File: src/rtl/signed_accumulator_if.sv
// Handshake/bus bundle for signed_accumulator.
//   master : producer/consumer side (drives start, in_valid, in_data, out_ready)
//   slave  : accumulator side (drives in_ready, out_valid, out_sum, out_ovf,
//            out_carry, busy)
interface signed_accumulator_if #(
   parameter int unsigned WIDTH = 8
);
   logic             start;
   logic             in_valid;
   logic             in_ready;
   logic [WIDTH-1:0] in_data;
   logic             out_valid;
   logic             out_ready;
   logic [WIDTH-1:0] out_sum;
   logic             out_ovf;
   logic             out_carry;
   logic             busy;

   modport master (
      output start, in_valid, in_data, out_ready,
      input  in_ready, out_valid, out_sum, out_ovf, out_carry, busy
   );

   modport slave (
      input  start, in_valid, in_data, out_ready,
      output in_ready, out_valid, out_sum, out_ovf, out_carry, busy
   );
endinterface

File: src/rtl/signed_accumulator.sv
// Frame accumulator placed after the signed ripple-carry adder: sums COUNT
// signed operands per frame (WIDTH-bit two's complement, carry-in 0), with
// optional clamp on signed overflow, a sticky overflow flag and the raw
// carry-out of the last add. The result is held until the consumer takes it.
// Ports:
//   clk   : rising-edge clock
//   rst_n : asynchronous active-low reset
//   bus   : slave side of signed_accumulator_if
//           start/in_valid/in_data/out_ready in,
//           in_ready/out_valid/out_sum/out_ovf/out_carry/busy out (registered)
module signed_accumulator #(
   parameter int unsigned WIDTH    = 8,
   parameter int unsigned COUNT    = 4,
   parameter bit          SATURATE = 1'b1
) (
   input  logic                 clk,
   input  logic                 rst_n,
   signed_accumulator_if.slave  bus
);

   localparam int unsigned CNT_W = $clog2(COUNT + 1);
   localparam int unsigned MSB   = WIDTH - 1;

   typedef enum logic [1:0] {
      S_IDLE  = 2'd0,
      S_ACCUM = 2'd1,
      S_DONE  = 2'd2
   } state_t;

   state_t           r_state, w_state_nx;
   logic [WIDTH-1:0] r_acc, w_acc_nx;
   logic [CNT_W-1:0] r_count, w_count_nx;
   logic             r_ovf, w_ovf_nx;
   logic             r_carry, w_carry_nx;
   logic [WIDTH-1:0] r_out_sum, w_out_sum_nx;
   logic             r_out_ovf, w_out_ovf_nx;
   logic             r_out_carry, w_out_carry_nx;
   logic             r_in_ready;
   logic             r_out_valid;
   logic             r_busy;

   logic [WIDTH:0]   w_sum_ext;
   logic [WIDTH-1:0] w_raw;
   logic [WIDTH-1:0] w_sat;
   logic [WIDTH-1:0] w_add;
   logic             w_v;
   logic             w_accept;

   // Adder datapath: unsigned add with carry-in 0, signed overflow detect, clamp
   always_comb begin
      w_sum_ext = {1'b0, r_acc} + {1'b0, bus.in_data};
      w_raw     = w_sum_ext[WIDTH-1:0];
      w_v       = (r_acc[MSB] == bus.in_data[MSB]) && (w_raw[MSB] != r_acc[MSB]);
      // Clamp direction follows the pre-add sign (both operands share it on overflow)
      w_sat     = r_acc[MSB] ? {1'b1, {(WIDTH-1){1'b0}}} : {1'b0, {(WIDTH-1){1'b1}}};
      w_add     = (w_v && SATURATE) ? w_sat : w_raw;
      w_accept  = bus.in_valid && r_in_ready && (r_state == S_ACCUM);
   end

   // Next-state and datapath register updates
   always_comb begin
      w_state_nx     = r_state;
      w_acc_nx       = r_acc;
      w_count_nx     = r_count;
      w_ovf_nx       = r_ovf;
      w_carry_nx     = r_carry;
      w_out_sum_nx   = r_out_sum;
      w_out_ovf_nx   = r_out_ovf;
      w_out_carry_nx = r_out_carry;

      case (r_state)
         S_IDLE: begin
            if (bus.start) begin
               w_acc_nx   = '0;
               w_count_nx = '0;
               w_ovf_nx   = 1'b0;
               w_carry_nx = 1'b0;
               w_state_nx = S_ACCUM;
            end
         end
         S_ACCUM: begin
            if (w_accept) begin
               w_acc_nx   = w_add;
               w_count_nx = r_count + CNT_W'(1);
               w_ovf_nx   = r_ovf | w_v;
               w_carry_nx = w_sum_ext[WIDTH];
               if (r_count == CNT_W'(COUNT - 1)) begin
                  w_out_sum_nx   = w_add;
                  w_out_ovf_nx   = r_ovf | w_v;
                  w_out_carry_nx = w_sum_ext[WIDTH];
                  w_state_nx     = S_DONE;
               end
            end
         end
         S_DONE: begin
            if (bus.out_ready) begin
               w_state_nx = S_IDLE;
            end
         end
         default: begin
            w_state_nx = S_IDLE;
         end
      endcase
   end

   // State and registered outputs; handshake flags decoded from the next state
   always_ff @(posedge clk or negedge rst_n) begin
      if (!rst_n) begin
         r_state     <= S_IDLE;
         r_acc       <= '0;
         r_count     <= '0;
         r_ovf       <= 1'b0;
         r_carry     <= 1'b0;
         r_out_sum   <= '0;
         r_out_ovf   <= 1'b0;
         r_out_carry <= 1'b0;
         r_in_ready  <= 1'b0;
         r_out_valid <= 1'b0;
         r_busy      <= 1'b0;
      end else begin
         r_state     <= w_state_nx;
         r_acc       <= w_acc_nx;
         r_count     <= w_count_nx;
         r_ovf       <= w_ovf_nx;
         r_carry     <= w_carry_nx;
         r_out_sum   <= w_out_sum_nx;
         r_out_ovf   <= w_out_ovf_nx;
         r_out_carry <= w_out_carry_nx;
         r_in_ready  <= (w_state_nx == S_ACCUM);
         r_out_valid <= (w_state_nx == S_DONE);
         r_busy      <= (w_state_nx != S_IDLE);
      end
   end

   assign bus.in_ready  = r_in_ready;
   assign bus.out_valid = r_out_valid;
   assign bus.out_sum   = r_out_sum;
   assign bus.out_ovf   = r_out_ovf;
   assign bus.out_carry = r_out_carry;
   assign bus.busy      = r_busy;

endmodule

File: src/flat_wrapper.sv
// flat-port wrapper written by rule: the top's interface ports become plain ports
module signed_accumulator_flat 
#(
   parameter int unsigned WIDTH    = 8,
   parameter int unsigned COUNT    = 4,
   parameter bit          SATURATE = 1'b1
)
  (clk, rst_n, bus_start, bus_in_valid, bus_in_data, bus_out_ready, bus_in_ready, bus_out_valid, bus_out_sum, bus_out_ovf, bus_out_carry, bus_busy);
  signed_accumulator_if #(.WIDTH(WIDTH)) bus_i ();
  input  logic clk;
  input  logic rst_n;
  input wire logic [$bits(bus_i.start)-1:0] bus_start;
  input wire logic [$bits(bus_i.in_valid)-1:0] bus_in_valid;
  input wire logic [$bits(bus_i.in_data)-1:0] bus_in_data;
  input wire logic [$bits(bus_i.out_ready)-1:0] bus_out_ready;
  output wire logic [$bits(bus_i.in_ready)-1:0] bus_in_ready;
  output wire logic [$bits(bus_i.out_valid)-1:0] bus_out_valid;
  output wire logic [$bits(bus_i.out_sum)-1:0] bus_out_sum;
  output wire logic [$bits(bus_i.out_ovf)-1:0] bus_out_ovf;
  output wire logic [$bits(bus_i.out_carry)-1:0] bus_out_carry;
  output wire logic [$bits(bus_i.busy)-1:0] bus_busy;
  assign bus_i.start = bus_start;
  assign bus_i.in_valid = bus_in_valid;
  assign bus_i.in_data = bus_in_data;
  assign bus_i.out_ready = bus_out_ready;
  assign bus_in_ready = bus_i.in_ready;
  assign bus_out_valid = bus_i.out_valid;
  assign bus_out_sum = bus_i.out_sum;
  assign bus_out_ovf = bus_i.out_ovf;
  assign bus_out_carry = bus_i.out_carry;
  assign bus_busy = bus_i.busy;
  signed_accumulator #(.WIDTH(WIDTH), .COUNT(COUNT), .SATURATE(SATURATE)) u_core (.clk(clk), .rst_n(rst_n), .bus(bus_i));
endmodule
File: config.mk
export PLATFORM = sky130hd
export DESIGN_NAME = signed_accumulator_flat
export DESIGN_NICKNAME = d
export VERILOG_FILES = /design/src/rtl/signed_accumulator_if.sv /design/src/rtl/signed_accumulator.sv /design/src/flat_wrapper.sv
export SDC_FILE = /design/constraint.sdc
export NUM_CORES = 1
export LEC_CHECK = 0
export ABC_AREA = 0
export CAP_MARGIN = 20
export CORE_MARGIN = 5
export CORE_UTILIZATION = 31
export DETAILED_ROUTE_END_ITERATION = 7
export DONT_BUFFER_PORTS = 1
export PLACE_DENSITY_LB_ADDON = 0.12
export SLEW_MARGIN = 30
export SYNTH_ARGS = -nofsm -noshare
export SYNTH_HDL_FRONTEND = slang
export SYNTH_SLANG_ARGS = --single-unit
File: constraint.sdc
create_clock -name clk -period 2.97 [get_ports clk]
set_clock_uncertainty 0.1 [all_clocks]
set_input_delay 0.297 -clock clk [delete_from_list [all_inputs] [get_ports clk]]
set_output_delay 0.297 -clock clk [all_outputs]
set_load 0.005 [all_outputs]
==> results of run 1 <==
## power by group through the flow
| stage | Clock [mW] | Combinational, mW | Sequential (mW) |
|---|---|---|---|
| global placement | 0 | 0.909 | 0.659 |
| detailed placement | 0 | 0.917 | 0.662 |
| finish | 0.226 | 0.925 | 0.653 |
| global route | 0.246 | 1.04 | 0.674 |
| CTS | 0.232 | 0.936 | 0.655 |
| floorplan | 0 | 0.740 | 0.625 |
## final cells by class
class                           instances  area share
Multi-Input combinational cell        115       0.501
Inverter                                4     0.00860
Clock inverter                          1     0.00430
Tap cell                               70      0.0501
Sequential cell                        27       0.387
Clock buffer                            3      0.0236
Timing Repair Buffer                    4      0.0258
## cell usage in the layout (no fill, tap or decap), types with 2 or more instances in the layout
cell type	instances
a211oi_2	2
a21boi_1	3
a21oi_1	4
a221o_1	9
a22oi_1	2
buf_4	2
clkbuf_8	3
dfrtp_1	27
ha_1	10
inv_1	4
nand2_1	13
nand2b_1	3
nand3_1	2
nor2_1	16
o211ai_1	4
o21ai_0	8
o221a_2	3
o31ai_1	4
xnor2_1	3
## registers in the layout (all words and copies together) (netlist names)
signal,count
u_core.bus.busy,1
u_core.r_ovf,1
u_core.bus.in_ready,1
u_core.r_state,2
u_core.r_acc,8
u_core.bus.out_carry,1
u_core.bus.out_sum,8
u_core.bus.out_ovf,1
u_core.r_count,3
u_core.bus.out_valid,1
## layer usage
metal  global-route usage  share of wire
met1                0.163           0.48
met2                0.182           0.43
met3               0.0428          0.082
met4               0.0316         0.0082
met5                    0              0
## through the flow
step                worst slack (ns)  cells  utilization  power, mW
global placement               0.605    218        0.331       1.57
finish                         0.535    224        0.346       1.80
global route                   0.426    224        0.346       1.96
CTS                            0.534    224        0.346       1.82
detailed placement             0.564    218        0.331       1.58
floorplan                      0.721    151            -       1.37
## cell families after synthesis
logic type | Yosys count | share of synthesized area
fa+ha+maj | 11 | 0.0913
flops | 27 | 0.425
compound gates | 52 | 0.267
simple gates | 47 | 0.164
xor+xnor | 4 | 0.0221
buf+inv | 9 | 0.0244
mux | 1 | 0.00630
## final timing paths
| path | start | end | slack, ns | depth (start not counted) |
|---|---|---|---|---|
| max | u_core.r_acc[0] | u_core.r_acc[6] | 0.54 | 7 |
| min | bus_start | u_core.bus.busy | 0.09 | 2 |
| max reg2reg | u_core.r_acc[0] | u_core.r_acc[6] | 0.54 | 7 |
| min reg2reg | u_core.r_count[2] | u_core.r_count[2] | 0.40 | 2 |
| max in group asynchronous | rst_n | u_core.bus.out_sum[4] | 2.26 | 2 |
| min in group asynchronous | rst_n | u_core.bus.out_sum[1] | 0.34 | 2 |
## timing repair
action                                 4_1_cts  5_1_grt
hold buffers                                 2        0
endpoints found under the hold margin       27        0
buffers inserted                             0        0
## critical path: cells and delay by family (launching register included)
| family | cells | cell delay [ns] |
|---|---|---|
| and+or+nand+nor | 1 | 0.08 |
| DFF | 1 | 0.41 |
| AOI/OAI and AO/OA | 4 | 1.10 |
| adders and majority gates | 2 | 0.64 |
==> qor.yml, run 1 <==
outcome:
  status: "complete, no violations"
sta:
  clock.fmax_mhz: 411
  relSlewSlack: 0.605
  finalCritPeriodShare: 0.820
  period_needed_ns: 2.43
  hold_viol: 0
  rsz0062_at_grt: "no"
  slew_violations: 0
  tightest_slew_ns: 0.588
  setup_tns_ns: 0
  timing.hold.ws_ns: 0.0913
  setup_viol: 0
finish:
  seqCellArea_sq_um: 676
  insertedDiodeCount: 0
  synthToLayoutAreaGrowth_pct: 9.92
  num-nets-final: 179
  multi_input_area_sq_um: 875
  layout-drive-gt1-share: 0.136
  nFillCells: 521
  design_area_sq_um: 1750
critical_path:
  path_class: "reg -> reg"
  worst-endpoint-arrival_ns: 2.50
  slowest_stage: "fa_1"
  cp_data_required_time_ns: 3.04
  crit_path_cell_trace: "ha_1 -> fa_1 -> a211oi_2 -> o21bai_1 -> a211oi_1 -> nor2_1 -> a221o_1"
  max_stage_delay_ns: 0.42
  critPathCaptureType: "flip-flop"
  startpoint_type: "flip-flop"
  crit_path_max_fanout: 3
die:
  die_w_um: 81.6
  fp.dieArea_sq_um: 6660
  die_h_um: 81.6
  core-area_sq_um: 5040
  placementRows: 26
  start_util: 0.315
  io_pins: 26
global_routing:
  grt_pass1_wl_um: 6160
  grt_pass1_vias: 1178
  gr-usage-all-layers: 0.120
  antenna_found_initial: 0
  grt_max_degree: 28
  grt_overflow: 0
cts:
  root_buffer: "clkbuf_8"
  path_clk_slew_ns: 0.11
  cts_tree: "yes"
  clock_sinks: 27
  cts_buffers: 3
  clock_latency_ns: 0.28
  ctsLongestPathBuffers: 2
  htree_num_levels: 1
  cts_resized: 0
routing:
  vias_per_cell: 5.26
  drt_iter0_drc: 87
  wl_per_cell_um: 16.8
  drc: 0
  drtAntennaViolNets: 0
  drt_wl_total_um: 3760
  dr.pass1.iters: 4
  vias: 1179
power_and_ir_drop:
  pwr-share-seq: 0.362
  combPwrFrac: 0.513
  power_frac_clock: 0.125
  internal_power_mw: 1.02
  power.switching_uw: 788
  irDropWorstVdd_uv: 303
  p_leak_nw: 0.752
  powerDensity_nw_per_um2: 1030
  swShare: 0.437
logic_synthesis:
  ys_ff_latch: 27
  ys.warnings.count: 0
  synth.most_common_cell: "dfrtp_1"
  synth_top_cell_by_area: "dfrtp_1"
  synth_top_area_frac: 0.425
  async_flop_share: 1.00
  syn-num-nets: 175
  synthCells: 151
  synth-edff-count: 0
  yosysSeqAreaShare: 0.425
  synth_flop_cell: "dfrtp_1"
  synth_common_cells: "dfrtp_1 (27), nor2_1 (16), nand2_1 (13)"
  netlist_area_sq_um: 1590
  synth_area_leaders: "dfrtp_1 (43%), ha_1 (7.9%), a221o_1 (5.7%), nor2_1 (3.8%), nand2_1 (3.1%)"
  synth.distinct_cells: 48
  synth_area_per_cell_sq_um: 10.5
placement:
  place_area_sq_um: 1670
  place_congestion: 0.819
  hpwlAfterDp_um: 2750
  portBuffers: 0
worst_hold_path:
  hp-class: "in -> reg"
run:
  cap_violations: 0
No activity file was read; power rests on OpenSTA's default activity.
==> run 2: changes to the inputs <==
Clock period 2.97 ns to 2 ns, I/O delays scaled along.
==> qor.yml, run 2 (synthesized netlist as in run 1, its figures left out) <==
sta:
  setup_viol: 16  # +16
  finalCritPeriodShare: 1.07  # +0.255
  tightest_slew_ns: 0.455  # -0.133 ns
  relSlewSlack: 0.696  # +0.0913
  rsz0062_at_grt: "yes"
  slew_violations: 0  # unchanged
  clock.fmax_mhz: 465  # +13%
  setup_tns_ns: -1.36  # -1.36 ns
  timing.hold.ws_ns: 0.00284  # -0.0885 ns
  period_needed_ns: 2.15  # -0.285 ns
  postLayoutSetupSlackWorst_ns: -0.149  # -0.685 ns
  hold_viol: 0  # unchanged
placement:
  place_ws_ns: -0.201  # -0.765 ns
  place_area_sq_um: 1860  # +11%
  hpwlAfterDp_um: 2990  # +8.8%
  place_congestion: 0.818  # about the same
  portBuffers: 0  # unchanged
cts:
  ctsLongestPathBuffers: 2  # unchanged
  htree_num_levels: 1  # unchanged
  clock_sinks: 27  # unchanged
  root_buffer: "clkbuf_8"
  path_clk_slew_ns: 0.10  # about the same
  cts_buffers: 3  # unchanged
  clock_latency_ns: 0.28  # about the same
  cts_tree: "yes"
die:
  start_util: 0.315  # unchanged
  fp.dieArea_sq_um: 6660  # unchanged
  placementRows: 26  # unchanged
  die_h_um: 81.6  # unchanged
  core-area_sq_um: 5040  # unchanged
  io_pins: 26  # unchanged
  die_w_um: 81.6  # unchanged
finish:
  design_area_sq_um: 2110  # +21%
  synthToLayoutAreaGrowth_pct: 32.8
  final_cell_mix: "buf_4 (27), dfrtp_1 (27), nor2_1 (16)"
  fin_util: 0.419  # +0.0722
  layout-drive-gt1-share: 0.337  # +0.201
  num-nets-final: 212  # +18%
  insertedDiodeCount: 0  # unchanged
  nFillCells: 508  # -2.5%
power_and_ir_drop:
  p_leak_nw: 0.927  # +23%
  irDropWorstVdd_uv: 588  # +94%
  powerDensity_nw_per_um2: 1550  # +50%
routing:
  drtAntennaViolNets: 0  # unchanged
  vias: 1316  # +12%
  drc: 0  # unchanged
  vias_per_cell: 5.12  # -2.7%
  drt_iter0_drc: 63  # -28%
  drt_wl_total_um: 4240  # +13%
  dr.pass1.iters: 6  # +2
  wl_per_cell_um: 16.5  # -1.8%
global_routing:
  grt_pass1_wl_um: 7130  # +16%
  grt_max_degree: 28  # unchanged
  grt_overflow: 0  # unchanged
  grt_pass1_vias: 1460  # +24%
  antenna_found_initial: 0  # unchanged
  gr-usage-all-layers: 0.140  # +0.0197
outcome:
  status: "finished, violations left"
  failed_checks: "negative setup slack"
critical_path:
  worst-endpoint-arrival_ns: 2.22  # -0.28 ns
  cp_data_required_time_ns: 2.07  # -0.97 ns
  crit_path_max_fanout: 3  # unchanged
  critPathCaptureType: "flip-flop"
  startpoint_type: "flip-flop"
  reg2regPathDepth: 7  # unchanged
  path_class: "reg -> reg"
worst_hold_path:
  hp-class: "in -> reg"
  worstHoldPathCells: 2  # unchanged
run:
  cap_violations: 0  # unchanged
==> run 2: changes by cell type in the layout (fill, tap and decap cells not counted), sizes merged <==
cell,delta
buf,+32
dlygate4sd3,+1
==> run 2: area by class of cell <==
cell class | count | area [sq um] | share of cell area
clock buffers | 3 | 41.3 | 0.0196
clock inverters | 1 | 7.51 | 0.00356
inverters | 4 | 15.0 | 0.00711
multi-input cells | 115 | 962 | 0.456
flip-flops and latches | 27 | 676 | 0.320
well taps | 70 | 87.6 | 0.0415
repair buffers | 37 | 322 | 0.152
==> run 2: through the flow <==
stage / cells / power, mW
global route: 257 / 3.56
CTS: 254 / 3.23
floorplan: 151 / 2.07
global placement: 240 / 2.61
finish: 257 / 3.28
detailed placement: 240 / 2.65
==> run 2: layer usage <==
layer,track usage,vias up,routed length (um)
met5,0,-,0
met4,0.0249,0,61
met3,0.0384,6,197
met2,0.241,27,2060
met1,0.177,634,1920
li1,-,649,-
==> run 2: report_power, final <==
part | leakage [nW] | switching [mW] | internal, mW
Clock | 0.0217 | 0.190 | 0.142
Combinational | 0.569 | 0.977 | 1.01
Sequential | 0.336 | 0.180 | 0.782
==> run 2: what timing repair did <==
action | CTS | global route
resized for setup | 18 | 2
hold buffers | 3 | 0
setup endpoints to repair | 17 | 19
hold endpoints to repair | 28 | 0
setup buffers | 8 | 3
pin swaps | 15 | 13
==> run 2: worst max-delay path, cell delays in order (launching register included) <==
cell      delay, ns
dfrtp_1        0.40
ha_2           0.19
fa_2           0.37
a211oi_4       0.29
o21bai_1       0.10
a211oi_2       0.25
nor2_1         0.07
a221o_1        0.29
==> run 2: worst paths after layout <==
kind / start / end / slack [ns]
max: u_core.r_acc[0] / u_core.r_acc[6] / -0.15
min: bus_start / u_core.r_state[0] / 0.003
min reg2reg: u_core.r_count[2] / u_core.r_count[2] / 0.40
max in group asynchronous: rst_n / u_core.bus.out_sum[5] / 1.40
max reg2reg: u_core.r_acc[0] / u_core.r_acc[6] / -0.15
min in group asynchronous: rst_n / u_core.r_acc[2] / 0.25
